`config.mk`:
```
export PLATFORM = sky130hd
export DESIGN_NAME = conv_window_gen
export DESIGN_NICKNAME = d
export VERILOG_FILES = /design/src/rtl/cnn_pkg.sv /design/src/rtl/conv_line_buffer.sv /design/src/rtl/conv_window_gen.sv
export SDC_FILE = /design/constraint.sdc
export NUM_CORES = 1
export LEC_CHECK = 0
export CAP_MARGIN = 10
export CORE_ASPECT_RATIO = 0.7
export CORE_MARGIN = 2
export CORE_UTILIZATION = 35
export CTS_CLUSTER_SIZE = 40
export DETAILED_ROUTE_END_ITERATION = 8
export HOLD_SLACK_MARGIN = 0.12
export PLACE_DENSITY_LB_ADDON = 0.12
export SETUP_SLACK_MARGIN = 0.1
export SLEW_MARGIN = 20
export SYNTH_ARGS = -nofsm -noshare
export SYNTH_HDL_FRONTEND = slang
export SYNTH_HIERARCHICAL = 1
export SYNTH_SLANG_ARGS = --single-unit
```
`constraint.sdc`:
```
create_clock -name clk -period 4.23 [get_ports clk]
set_input_delay 1.0575 -clock clk [delete_from_list [all_inputs] [get_ports clk]]
set_output_delay 1.0575 -clock clk [all_outputs]
set_load 0.02 [all_outputs]
```
`src/rtl/cnn_pkg.sv`:
```
// Shared types and default geometry for the binary CNN window generator.
package cnn_pkg;

  typedef enum logic [1:0] {
    FILL = 2'd0,
    RUN  = 2'd1,
    DONE = 2'd2
  } win_state_e;

  localparam int unsigned DEF_IMAGE_WIDTH  = 12;
  localparam int unsigned DEF_IMAGE_HEIGHT = 12;
  localparam int unsigned DEF_KERNEL_SIZE  = 3;
  localparam int unsigned DEF_STRIDE       = 1;

  // Index width that never collapses to zero bits for single-entry ranges.
  function automatic int unsigned idx_width(input int unsigned n);
    return (n > 1) ? $clog2(n) : 1;
  endfunction

endpackage

```
`src/rtl/conv_line_buffer.sv`:
```
// K-row circular line store; assembles the KxK window ending at the incoming pixel.
module conv_line_buffer
  import cnn_pkg::*;
#(
  parameter int unsigned IMAGE_WIDTH = DEF_IMAGE_WIDTH,
  parameter int unsigned KERNEL_SIZE = DEF_KERNEL_SIZE
) (
  input  logic                               clk,
  input  logic                               rst_cnn,
  input  logic                               wr_en,
  input  logic [$clog2(IMAGE_WIDTH)-1:0]     wr_col,
  input  logic                               row_end,
  input  logic                               frame_end,
  input  logic                               pixel,
  output logic [KERNEL_SIZE*KERNEL_SIZE-1:0] window_c
);

  localparam int unsigned COL_W  = $clog2(IMAGE_WIDTH);
  localparam int unsigned SLOT_W = idx_width(KERNEL_SIZE);
  localparam logic [SLOT_W-1:0] SLOT_LAST = SLOT_W'(KERNEL_SIZE - 1);

  logic [IMAGE_WIDTH-1:0] rows_q [KERNEL_SIZE];
  logic [SLOT_W-1:0]      slot_q;
  int                     rd_slot;
  int                     rd_col;

  // Slot of the row currently being written; restarts at 0 with every frame.
  always_ff @(posedge clk) begin
    if (rst_cnn) begin
      slot_q <= '0;
    end else if (wr_en && row_end) begin
      if (frame_end || (slot_q == SLOT_LAST)) begin
        slot_q <= '0;
      end else begin
        slot_q <= slot_q + 1'b1;
      end
    end
  end

  always_ff @(posedge clk) begin
    if (wr_en) begin
      rows_q[slot_q][wr_col] <= pixel;
    end
  end

  // Oldest row lives one slot past the current one; newest bit bypasses storage.
  always_comb begin
    window_c = '0;
    rd_slot  = 0;
    rd_col   = 0;
    for (int i = 0; i < int'(KERNEL_SIZE); i++) begin
      for (int j = 0; j < int'(KERNEL_SIZE); j++) begin
        rd_slot = (int'(slot_q) + 1 + i) % int'(KERNEL_SIZE);
        rd_col  = int'(wr_col) + j - int'(KERNEL_SIZE) + 1;
        if ((i == int'(KERNEL_SIZE) - 1) && (j == int'(KERNEL_SIZE) - 1)) begin
          window_c[i*int'(KERNEL_SIZE) + j] = pixel;
        end else if ((rd_col >= 0) && (rd_col < int'(IMAGE_WIDTH))) begin
          window_c[i*int'(KERNEL_SIZE) + j] = rows_q[SLOT_W'(rd_slot)][COL_W'(rd_col)];
        end
      end
    end
  end

endmodule

```
`src/rtl/conv_window_gen.sv`:
```
// Streams a raster binary image and emits KxK sliding windows with valid/ready handshakes.
module conv_window_gen
  import cnn_pkg::*;
#(
  parameter int unsigned IMAGE_WIDTH  = DEF_IMAGE_WIDTH,
  parameter int unsigned IMAGE_HEIGHT = DEF_IMAGE_HEIGHT,
  parameter int unsigned KERNEL_SIZE  = DEF_KERNEL_SIZE,
  parameter int unsigned STRIDE       = DEF_STRIDE
) (
  input  logic                               clk,
  input  logic                               rst_cnn,
  input  logic                               pixel_in,
  input  logic                               pixel_valid,
  output logic                               pixel_ready,
  output logic [KERNEL_SIZE*KERNEL_SIZE-1:0] window_out,
  output logic                               window_valid,
  input  logic                               window_ready,
  output logic [$clog2(IMAGE_HEIGHT)-1:0]    window_row,
  output logic [$clog2(IMAGE_WIDTH)-1:0]     window_col,
  output logic                               frame_done
);

  localparam int unsigned ROW_W = $clog2(IMAGE_HEIGHT);
  localparam int unsigned COL_W = $clog2(IMAGE_WIDTH);
  localparam int unsigned WIN_W = KERNEL_SIZE * KERNEL_SIZE;

  localparam logic [ROW_W-1:0] ROW_LAST      = ROW_W'(IMAGE_HEIGHT - 1);
  localparam logic [ROW_W-1:0] ROW_FIRST_WIN = ROW_W'(KERNEL_SIZE - 1);
  localparam logic [ROW_W-1:0] ROW_FILL_LAST = ROW_W'(KERNEL_SIZE - 2);
  localparam logic [ROW_W-1:0] ROW_STRIDE    = ROW_W'(STRIDE);
  localparam logic [COL_W-1:0] COL_LAST      = COL_W'(IMAGE_WIDTH - 1);
  localparam logic [COL_W-1:0] COL_FIRST_WIN = COL_W'(KERNEL_SIZE - 1);
  localparam logic [COL_W-1:0] COL_STRIDE    = COL_W'(STRIDE);

  win_state_e       state_q, state_d;
  logic [ROW_W-1:0] row_q, row_d;
  logic [COL_W-1:0] col_q, col_d;
  logic             frame_done_d;
  logic [WIN_W-1:0] window_c;
  logic             out_free;
  logic             pix_xfer;
  logic             win_xfer;
  logic             last_col;
  logic             last_row;
  logic             win_hit;

  assign out_free    = !window_valid || window_ready;
  assign pixel_ready = (state_q != DONE) && out_free;
  assign pix_xfer    = pixel_valid && pixel_ready;
  assign win_xfer    = window_valid && window_ready;
  assign last_col    = (col_q == COL_LAST);
  assign last_row    = (row_q == ROW_LAST);

  // Window completes when the pixel lands on a stride-aligned bottom-right corner.
  assign win_hit = pix_xfer
                && (row_q >= ROW_FIRST_WIN) && (col_q >= COL_FIRST_WIN)
                && (((row_q - ROW_FIRST_WIN) % ROW_STRIDE) == '0)
                && (((col_q - COL_FIRST_WIN) % COL_STRIDE) == '0);

  conv_line_buffer #(
    .IMAGE_WIDTH (IMAGE_WIDTH),
    .KERNEL_SIZE (KERNEL_SIZE)
  ) u_line_buffer (
    .clk       (clk),
    .rst_cnn   (rst_cnn),
    .wr_en     (pix_xfer),
    .wr_col    (col_q),
    .row_end   (last_col),
    .frame_end (last_row),
    .pixel     (pixel_in),
    .window_c  (window_c)
  );

  always_ff @(posedge clk) begin
    if (rst_cnn) begin
      state_q    <= FILL;
      row_q      <= '0;
      col_q      <= '0;
      frame_done <= 1'b0;
    end else begin
      state_q    <= state_d;
      row_q      <= row_d;
      col_q      <= col_d;
      frame_done <= frame_done_d;
    end
  end

  always_comb begin
    state_d      = state_q;
    row_d        = row_q;
    col_d        = col_q;
    frame_done_d = 1'b0;

    if (pix_xfer) begin
      if (last_col) begin
        col_d = '0;
        row_d = last_row ? '0 : row_q + 1'b1;
      end else begin
        col_d = col_q + 1'b1;
      end
    end

    case (state_q)
      FILL: begin
        if (pix_xfer && last_col && (row_q == ROW_FILL_LAST)) begin
          state_d = RUN;
        end
      end
      RUN: begin
        if (pix_xfer && last_col && last_row) begin
          state_d = DONE;
        end
      end
      DONE: begin
        // Leave once the output register is empty or draining this cycle.
        if (out_free) begin
          state_d      = FILL;
          row_d        = '0;
          col_d        = '0;
          frame_done_d = 1'b1;
        end
      end
      default: begin
        state_d = FILL;
      end
    endcase
  end

  // Output register reloads on the same edge it drains, sustaining one pixel per cycle.
  always_ff @(posedge clk) begin
    if (rst_cnn) begin
      window_valid <= 1'b0;
      window_out   <= '0;
      window_row   <= '0;
      window_col   <= '0;
    end else if (win_hit) begin
      window_valid <= 1'b1;
      window_out   <= window_c;
      window_row   <= row_q - ROW_FIRST_WIN;
      window_col   <= col_q - COL_FIRST_WIN;
    end else if (win_xfer) begin
      window_valid <= 1'b0;
    end
  end

endmodule

```
# [Word level (Yosys, flattened, before mapping)]
# Memory sizes are Yosys's and may differ from the RTL's.
# Cells that the tools add are included.
# Widths: inputs -> output; s select.
[word_totals] regBits=31 mem_count=1 elab_cells=125 ramBits=36 inputBits=5 output_inout_bits=20
[classes] add_sub_neg=16 order_cmp=13 bitwise=1 n_reduce_logical=19 n_mux=53 eq_ne=10 n_div=3
[memory_table] name="u_line_buffer.rows_q" depth=3 word_bits=12 rd=3 rd_clocked_by_memory_dff=0 write_ports=1 line_no="conv_line_buffer.sv:22" text="logic [IMAGE_WIDTH-1:0] rows_q [KERNEL_SIZE];"
[op_table] op="$add 32x2->32 const B" n=4
[op_table] op="$ge 32x1->1 const B" n=3
[op_table] op="$lt 32x5->1 const B" n=3
[op_table] op="$mod 32x3->32 const B" n=3
[op_table] op="$sub 32x3->32 const B" n=2
[op_table] op="$mux 4" n=9
[op_table] op="$add 32x3->32 const B" n=1
[op_table] op="$bmux 1 s4" n=8
[op_table] op="$mux 1" n=29
[op_table] op="$lt 4x6->1 const B" n=3
[op_table] op="$logic_and 1x1->1" n=12
[op_table] op="$mux 12" n=1
[op_table] op="$add 4x1->4 const B" n=2
[op_table] op="$eq 4x4->1 const B" n=2
[op_table] op="$ge 4x2->1 const B" n=2
[op_table] op="$mux 2" n=4
[op_table] op="$ne 2x2->1 const B" n=4
[op_table] op="$sub 4x2->4 const B" n=2
[op_table] op="$pmux 2 s3" n=1
[op_table] op="$add 4x1->5 const B" n=1
[op_table] op="$add 4x2->5 const B" n=1
[op_table] op="$lt 4x5->1 const B" n=1
[op_table] op="$sub 4x2->5 const B" n=1
[op_table] op="$demux 1 s4" n=1
[op_table] op="13 further kinds" n=15

# [Longest topological paths before layout]
# Gate-level depths: netlist of run 1.
[logic_depth] ltp_word=8 ltp_mapped=14 mapped_depth_nobuf=12

# [Cells and area by module]
# Netlist of run 1, hierarchy kept.
[by_module_without_submodules] mod="conv_line_buffer" cells_per_inst=381 instances=1 area_each_um2=4057.6 seq_area_each_um2=1121.1
[by_module_without_submodules] mod="conv_window_gen" cells_per_inst=156 instances=1 area_each_um2=1352.5 seq_area_each_um2=580.6

# [Least setup slack after synthesis of run 1]
# Ideal clock, no wire load.
[synth_path] path_type="register -> register" from="register col_q[2]" to="register window_out[7]" n_path_buf=2 setup_slack_ns=0.703 setup_ns=0.070 t_arrival_ns=3.457 period_less_slack_ns=3.527 path_stages_with_launch=15 required_time_ns=4.160 cell_sequence="dfxtp_1 clkbuf_1 inv_1 ha_1 nor2b_1 clkbuf_1 nand4_1 ha_1 or4b_1 nor4_4 o211ai_1 or3_4 o32ai_1 nand3_1 a21oi_1"
[synth_between] elab_chain_cells=7 elab_cells_between_ends=12 cone_classes="3 x add/sub; 3 x order compare; 4 x mux; 2 x reduce/logical"
[synth_rtl] item="start: declaration" line_no="conv_window_gen.sv:37" text="logic [COL_W-1:0] col_q, col_d;"
[synth_rtl] item="start signal: assignment" line_no="conv_window_gen.sv:83" text="col_q <= col_d;"
[synth_rtl] item="$add 4x1->5 (*)" line_no="conv_line_buffer.sv:54" text="rd_col = int'(wr_col) + j - int'(KERNEL_SIZE) + 1;"
[synth_rtl] item="$sub 32x3->32 (*)" line_no="conv_line_buffer.sv:54"
[synth_rtl] item="$add 32x2->32 (*)" line_no="conv_line_buffer.sv:54"
[synth_rtl] item="branches (longest 3 deep; another with $ge 32x1->1)"
[synth_rtl] item="$mux 1 (*)" line_no="conv_line_buffer.sv:57" text="end else if ((rd_col >= 0) && (rd_col < int'(IMAGE_WIDTH))) begin"
[synth_rtl] item="via window_c[7]" line_no="conv_window_gen.sv:39" text="logic [WIN_W-1:0] window_c;"
[synth_rtl] item="end signal: assignment" line_no="conv_window_gen.sv:138" text="window_out <= window_c;"
[synth_rtl] item="end: declaration" line_no="conv_window_gen.sv:15" text="output logic [KERNEL_SIZE*KERNEL_SIZE-1:0] window_out,"
# Mark *: on every way through the listed nets, which the timed path passes. The select of a mux whose other input is x is not followed.
# A chain may end at the register's enable or synchronous reset.

# [Worst setup path in the final report of run 1]
# Ends and elaborated chain as after synthesis.

==> impl_metrics.tcl, run 1 <==
set metrics [dict create \
    initial_utilization_pct 36.3 \
    grt_max_degree 38 \
    setup_tns_ps 0 \
    worst_slew_pin_slew_ps 963 \
    fin_skew_ps 11.6 \
    ant_nets 0 \
    peakVddDrop_uv 169 \
    synthArstFlopShare_pct 0 \
    port_buffers 24 \
    intPower_mw 1.30 \
    worstPathMaxFanout 7 \
    floorplan.die_area_um2 16500 \
    yosysWarnings 6 \
    nNetsFinal 585 \
    cts.clk_slew.worst_paths_ps 60 \
    fmax_mhz 285 \
    fin_crit_sh_pct 82.9 \
    grt_pass1_vias 4197 \
    dp_hpwl_um 11600 \
    endpoint_kind "register" \
    synth-seq-cells 67 \
    ys_seq_area_share_pct 31.5 \
    grt.total_usage_pct 19.2 \
    timing.rr.start "col_q[2]" \
    holdWs_ps 468 \
    rows 37 \
    postSynthAreaPerCell_um2 10.1 \
    rr_endpoint "window_out[7]" \
    cts_buffers 9 \
    synthCells 537 \
    dpl-instance-area_um2 5740 \
    first_pass_iters 4 \
    fillers 1460 \
    h-tree-depth 3 \
    drt-wirelength-per-cell_um 20.9 \
    diodes 0 \
    arrival_ps 3770 \
    fp.coreArea_um2 14900 \
    finalSetupViolCount 0 \
    maxCapViolations 0 \
    rsz0062_at_grt "false" \
    cp.required_ps 4490 \
    vias 4338 \
    reg2reg_slack_ps 720 \
    p_sw_mw 0.487 \
    grt_pass1_wl_um 24400 \
    cts_resized 0 \
    slew_violations 0 \
    antenna_found_initial 0 \
    leakage_nw 2.03 \
    cts_tree "built" \
    fin_area_um2 6060 \
    crit_path_start_kind "register" \
    gp_congestion 0.880 \
    die_w_um 153 \
    crit_path_start "col_q[2]" \
    area_growth_pct 11.9 \
    cts.path.max_buffers 2 \
    hold_class "reg -> reg" \
    cts_setup_buffers 0 \
    swShare_pct 27.2 \
    seqCellArea_um2 1700 \
    wl_um 15600 \
    finalHoldViolCount 0 \
    seq_power_share_pct 38.6 \
    rr_worst_depth 12 \
    critPathKind "reg -> reg" \
    syn_area_um2 5410 \
    synth_edf_count 36 \
    status "finished clean" \
    hold_buffers 0 \
    synth_cell_types 76 \
    drive_above_1_share_pct 17.7 \
    fin_crit_ps 3510 \
    route.detailed.drc 0 \
    crit_path_end "window_out[7]" \
    syn_nets 573 \
    power_frac_comb_pct 17.0 \
    cts_sinks 67 \
    clock_power_share_pct 44.4 \
    vias_per_cell 5.79 \
    die_y_um 108 \
    synth_ff_type "edfxtp_1" \
    multiInputGateArea_um2 3380 \
    slew_headroom_pct 35.8 \
    cts_root_buffer "clkbuf_16" \
    grt_overflow 0 \
    ioPinCount 25 \
    drtIter0Drc 458 \
    powerDensity_nw_per_um2 295 \
    insertion_delay_ps 340 \
]
[cell families (layout without fill, tap and decap cells)]
logic type      Yosys count  after routing  synth area share, %
simple gates            181            181                 18.8
compound gates          111            111                 13.5
mux                      81             81                 20.9
flops                    67             67                 31.5
buf+inv                  55             72                 6.15
fa+ha+maj                31             31                 7.17
xor+xnor                 11             11                 2.04
[stage by stage]
stage	util [%]	setup WS, ps	instances	power (mW)
after CTS	40.6	720	749	1.80
after global placement	38.5	679	733	0.997
after detailed placement	38.5	643	733	1.00
after global routing	40.6	487	749	1.86
after floorplan	-	703	537	0.932
final	40.6	722	749	1.79
[how the worst min path moves through the flow]
stage          slack (ps)  cells after the start       endpoint     startpoint
4_1_cts               470                      1  window_row[1]  window_row[1]
6_report              470                      1  window_row[1]  window_row[1]
3_3_place_gp          450                      1  window_row[1]  window_row[1]
3_5_place_dp          460                      1  window_row[1]  window_row[1]
5_1_grt               500                      1  window_row[1]  window_row[1]
2_1_floorplan         490                      2     state_q[1]     state_q[0]
[layout make-up]
cell class                      count  area share [%]
Clock buffer                       11            4.19
Clock inverter                      5           0.971
Inverter                           16           0.992
Multi-Input combinational cell    415            55.7
Sequential cell                    67            28.1
Tap cell                          195            4.03
Timing Repair Buffer               40            5.95
[cell usage after synthesis, types with 5 or more instances]
master    count  area [µm²]
a21oi_1      36         180
ha_1         31         388
a31oi_1       5        31.3
buf_2        12        60.1
o21ai_0      18        90.1
mux2i_1      25         250
nor3_1        8        40.0
nand2_1      31         116
nand3_1      22         110
mux2_2       33         372
clkbuf_1     14        52.6
or3_1         7        43.8
nor2_1       35         131
edfxtp_1     36        1080
nor2b_1      15        93.8
a211oi_1      8        60.1
o211ai_1     10        75.1
and2_1       12        75.1
clkbuf_8      5        68.8
inv_1        14        52.6
mux4_2       17         383
and3_1        6        37.5
nand4_1      10        62.6
xnor2_1       9        78.8
dfxtp_1      31         621
nand2b_1      7        43.8
[layout by cell type (no fill, tap or decap), types with 8 or more instances in the layout]
| master | synthesis | layout |
|---|---|---|
| nor2b_1 | 15 | 15 |
| mux4_2 | 17 | 17 |
| mux2i_1 | 25 | 25 |
| inv_1 | 14 | 14 |
| o21ai_0 | 18 | 18 |
| edfxtp_1 | 36 | 36 |
| xnor2_1 | 9 | 9 |
| dfxtp_1 | 31 | 30 |
| o211ai_1 | 10 | 10 |
| clkdlybuf4s50_1 | 0 | 24 |
| mux2_2 | 33 | 33 |
| a211oi_1 | 8 | 8 |
| nand2_1 | 31 | 31 |
| a21oi_1 | 36 | 36 |
| nand4_1 | 10 | 10 |
| nor3_1 | 8 | 8 |
| and2_1 | 12 | 12 |
| nor2_1 | 35 | 35 |
| nand3_1 | 22 | 22 |
| ha_1 | 31 | 31 |
| clkbuf_16 | 0 | 10 |
| buf_4 | 1 | 16 |
[registers in the layout (all words and copies together) (netlist names)]
register              flops
state_q                   2
window_valid              1
window_out                9
u_line_buffer/rows_q     36
window_row                4
row_q                     4
frame_done                1
col_q                     4
u_line_buffer/slot_q      2
window_col                4
[worst max-delay path, stage by stage, from the launching register on]
cell	delay, ps
dfxtp_1	310
inv_1	280
ha_1	360
nor2b_1	260
nand4_1	150
ha_1	330
or4b_4	470
nor4_4	320
o211ai_1	140
or3_4	420
o32ai_1	140
nand3_1	110
a21oi_1	150
[metal layers]
layer,part of all wire [%],GRT usage (%),up-vias
met4,1.1,4.43,0
met3,5.4,4.77,15
met1,54,29.5,2157
li1,-,-,2062
met2,40,26.7,104
met5,0,0,-
[power groups by stage]
stage	clock network [mW]	registers, mW	logic [mW]
3_5_place_dp	0	0.705	0.298
4_1_cts	0.808	0.691	0.300
5_1_grt	0.835	0.691	0.332
3_3_place_gp	0	0.704	0.293
2_1_floorplan	0	0.707	0.225
6_report	0.794	0.691	0.304
Note: power is estimated with default switching activity, not from simulation.
==> run 2, diff against run 1 <==
==> constraint.sdc (replaced) <==
create_clock -name clk -period 3.45 [get_ports clk]
set_input_delay 0.8625 -clock clk [delete_from_list [all_inputs] [get_ports clk]]
set_output_delay 0.8625 -clock clk [all_outputs]
set_load 0.02 [all_outputs]
==> impl_metrics.tcl, run 2 (synthesized netlist as in run 1, its figures left out) <==
set metrics [dict create \
    vias 4414 \
    cts_tree "built" \
    first_pass_iters 5 \
    crit_path_start_kind "register" \
    area_growth_pct 13.5 \
    arrival_ps 3420 \
    slew_headroom_pct 44.0 \
    slowest_delay_ps 570 \
    route.detailed.drc 0 \
    rsz0062_at_grt "false" \
    nNetsFinal 597 \
    initial_utilization_pct 36.3 \
    dp_hpwl_um 11600 \
    grt.total_usage_pct 19.2 \
    crit_family "simple AND/OR/NAND/NOR gates" \
    worst_slew_pin_slew_ps 840 \
    crit_buf_inv 1 \
    leakage_nw 2.09 \
    grt_pass1_wl_um 24400 \
    p_total_mw 2.17 \
    gp_congestion 0.901 \
    grt_overflow 0 \
    fmax_mhz 317 \
    cts_buffers 9 \
    path_cells "inv_1 > ha_1 > nor2b_4 > nand4_1 > ha_1 > or4b_1 > nor4_4 > o211ai_1 > or3_4 > o32ai_1 > nand3_1 > a21oi_1" \
    cts_setup_buffers 0 \
    drt-wirelength-per-cell_um 20.2 \
    largestRegisters "u_line_buffer/rows_q (36), window_out (9)" \
    antenna_found_initial 0 \
    final_core_util_pct 41.2 \
    slew_violations 0 \
    drtIter0Drc 363 \
    grt_max_degree 38 \
    critPathKind "reg -> reg" \
    dp_slack_ps 83.9 \
    worstPathMaxFanout 7 \
    cts_sinks 67 \
    ioPinCount 25 \
    floorplan.die_area_um2 16500 \
    maxCapViolations 0 \
    powerDensity_nw_per_um2 353 \
    fp.coreArea_um2 14900 \
    die_w_um 153 \
    seqCellArea_um2 1700 \
    fillers 1464 \
    setup_tns_ps 0 \
    cts_root_buffer "clkbuf_16" \
    die_y_um 108 \
    holdWs_ps 472 \
    slowest_stage "or4b_1" \
    hold_class "reg -> reg" \
    final_cell_mix "a21oi_1, edfxtp_1, nor2_1" \
    wl_um 15400 \
    fin_crit_sh_pct 91.4 \
    grt_pass1_vias 4222 \
    multiInputGateArea_um2 3390 \
    h-tree-depth 3 \
    ant_nets 0 \
    crit_top_cell "ha_1" \
    diodes 0 \
    drive_above_1_share_pct 19.8 \
    fin_skew_ps 11.4 \
    largest_register_ffs 36 \
    vias_per_cell 5.80 \
    cp.required_ps 3720 \
    rows 37 \
    reg2reg_slack_ps 300 \
    endpoint_kind "register" \
    cts.path.max_buffers 2 \
    finalHoldViolCount 0 \
    hold_buffers 0 \
    peakVddDrop_uv 209 \
    status "finished clean" \
    cts.clk_slew.worst_paths_ps 50 \
    top_register "u_line_buffer/rows_q" \
    fin_crit_ps 3150 \
    insertion_delay_ps 340 \
    port_buffers 24 \
    finalSetupViolCount 0 \
    final.setup.worst_slack_ps 296 \
]
==> run 2: worst paths after layout <==
kind                               startpoint  depth (start not counted)       endpoint
worst max-delay path                 col_q[1]                         12  window_out[7]
worst min-delay path            window_row[1]                          1  window_row[1]
worst max register to register       col_q[1]                         12  window_out[7]
worst min register to register  window_row[1]                          1  window_row[1]
==> run 2: power breakdown <==
group,internal (mW),leakage [nW],switching [mW]
Sequential,0.844,0.575,0.00299
Combinational,0.155,1.37,0.228
Clock,0.580,0.147,0.357
Total,1.58,2.09,0.588
==> run 2: metrics by stage <==
step | cells | instance area [µm²]
2_1_floorplan | 537 | 5410
3_3_place_gp | 745 | 5830
3_5_place_dp | 745 | 5830
4_1_cts | 761 | 6130
5_1_grt | 761 | 6140
6_report | 761 | 6140
==> run 2: what timing repair did <==
action	CTS	global route
setup endpoints to repair	3	3
resized for setup	1	2
pin swaps	0	0
==> run 2: routing by layer <==
metal	track usage (%)	share of wire, %
met5	0	0
met2	26.7	41
met1	30.2	53
met3	3.61	5.4
met4	4.89	0.82
==> run 2: cell type report <==
cell class	count	share of cell area, %
timing repair buffer	52	7.33
clock buffer	12	4.01
clock inverter	4	0.815
tap	195	3.97
sequential	67	27.8
inverter	16	0.978
multi-input combinational	415	55.1
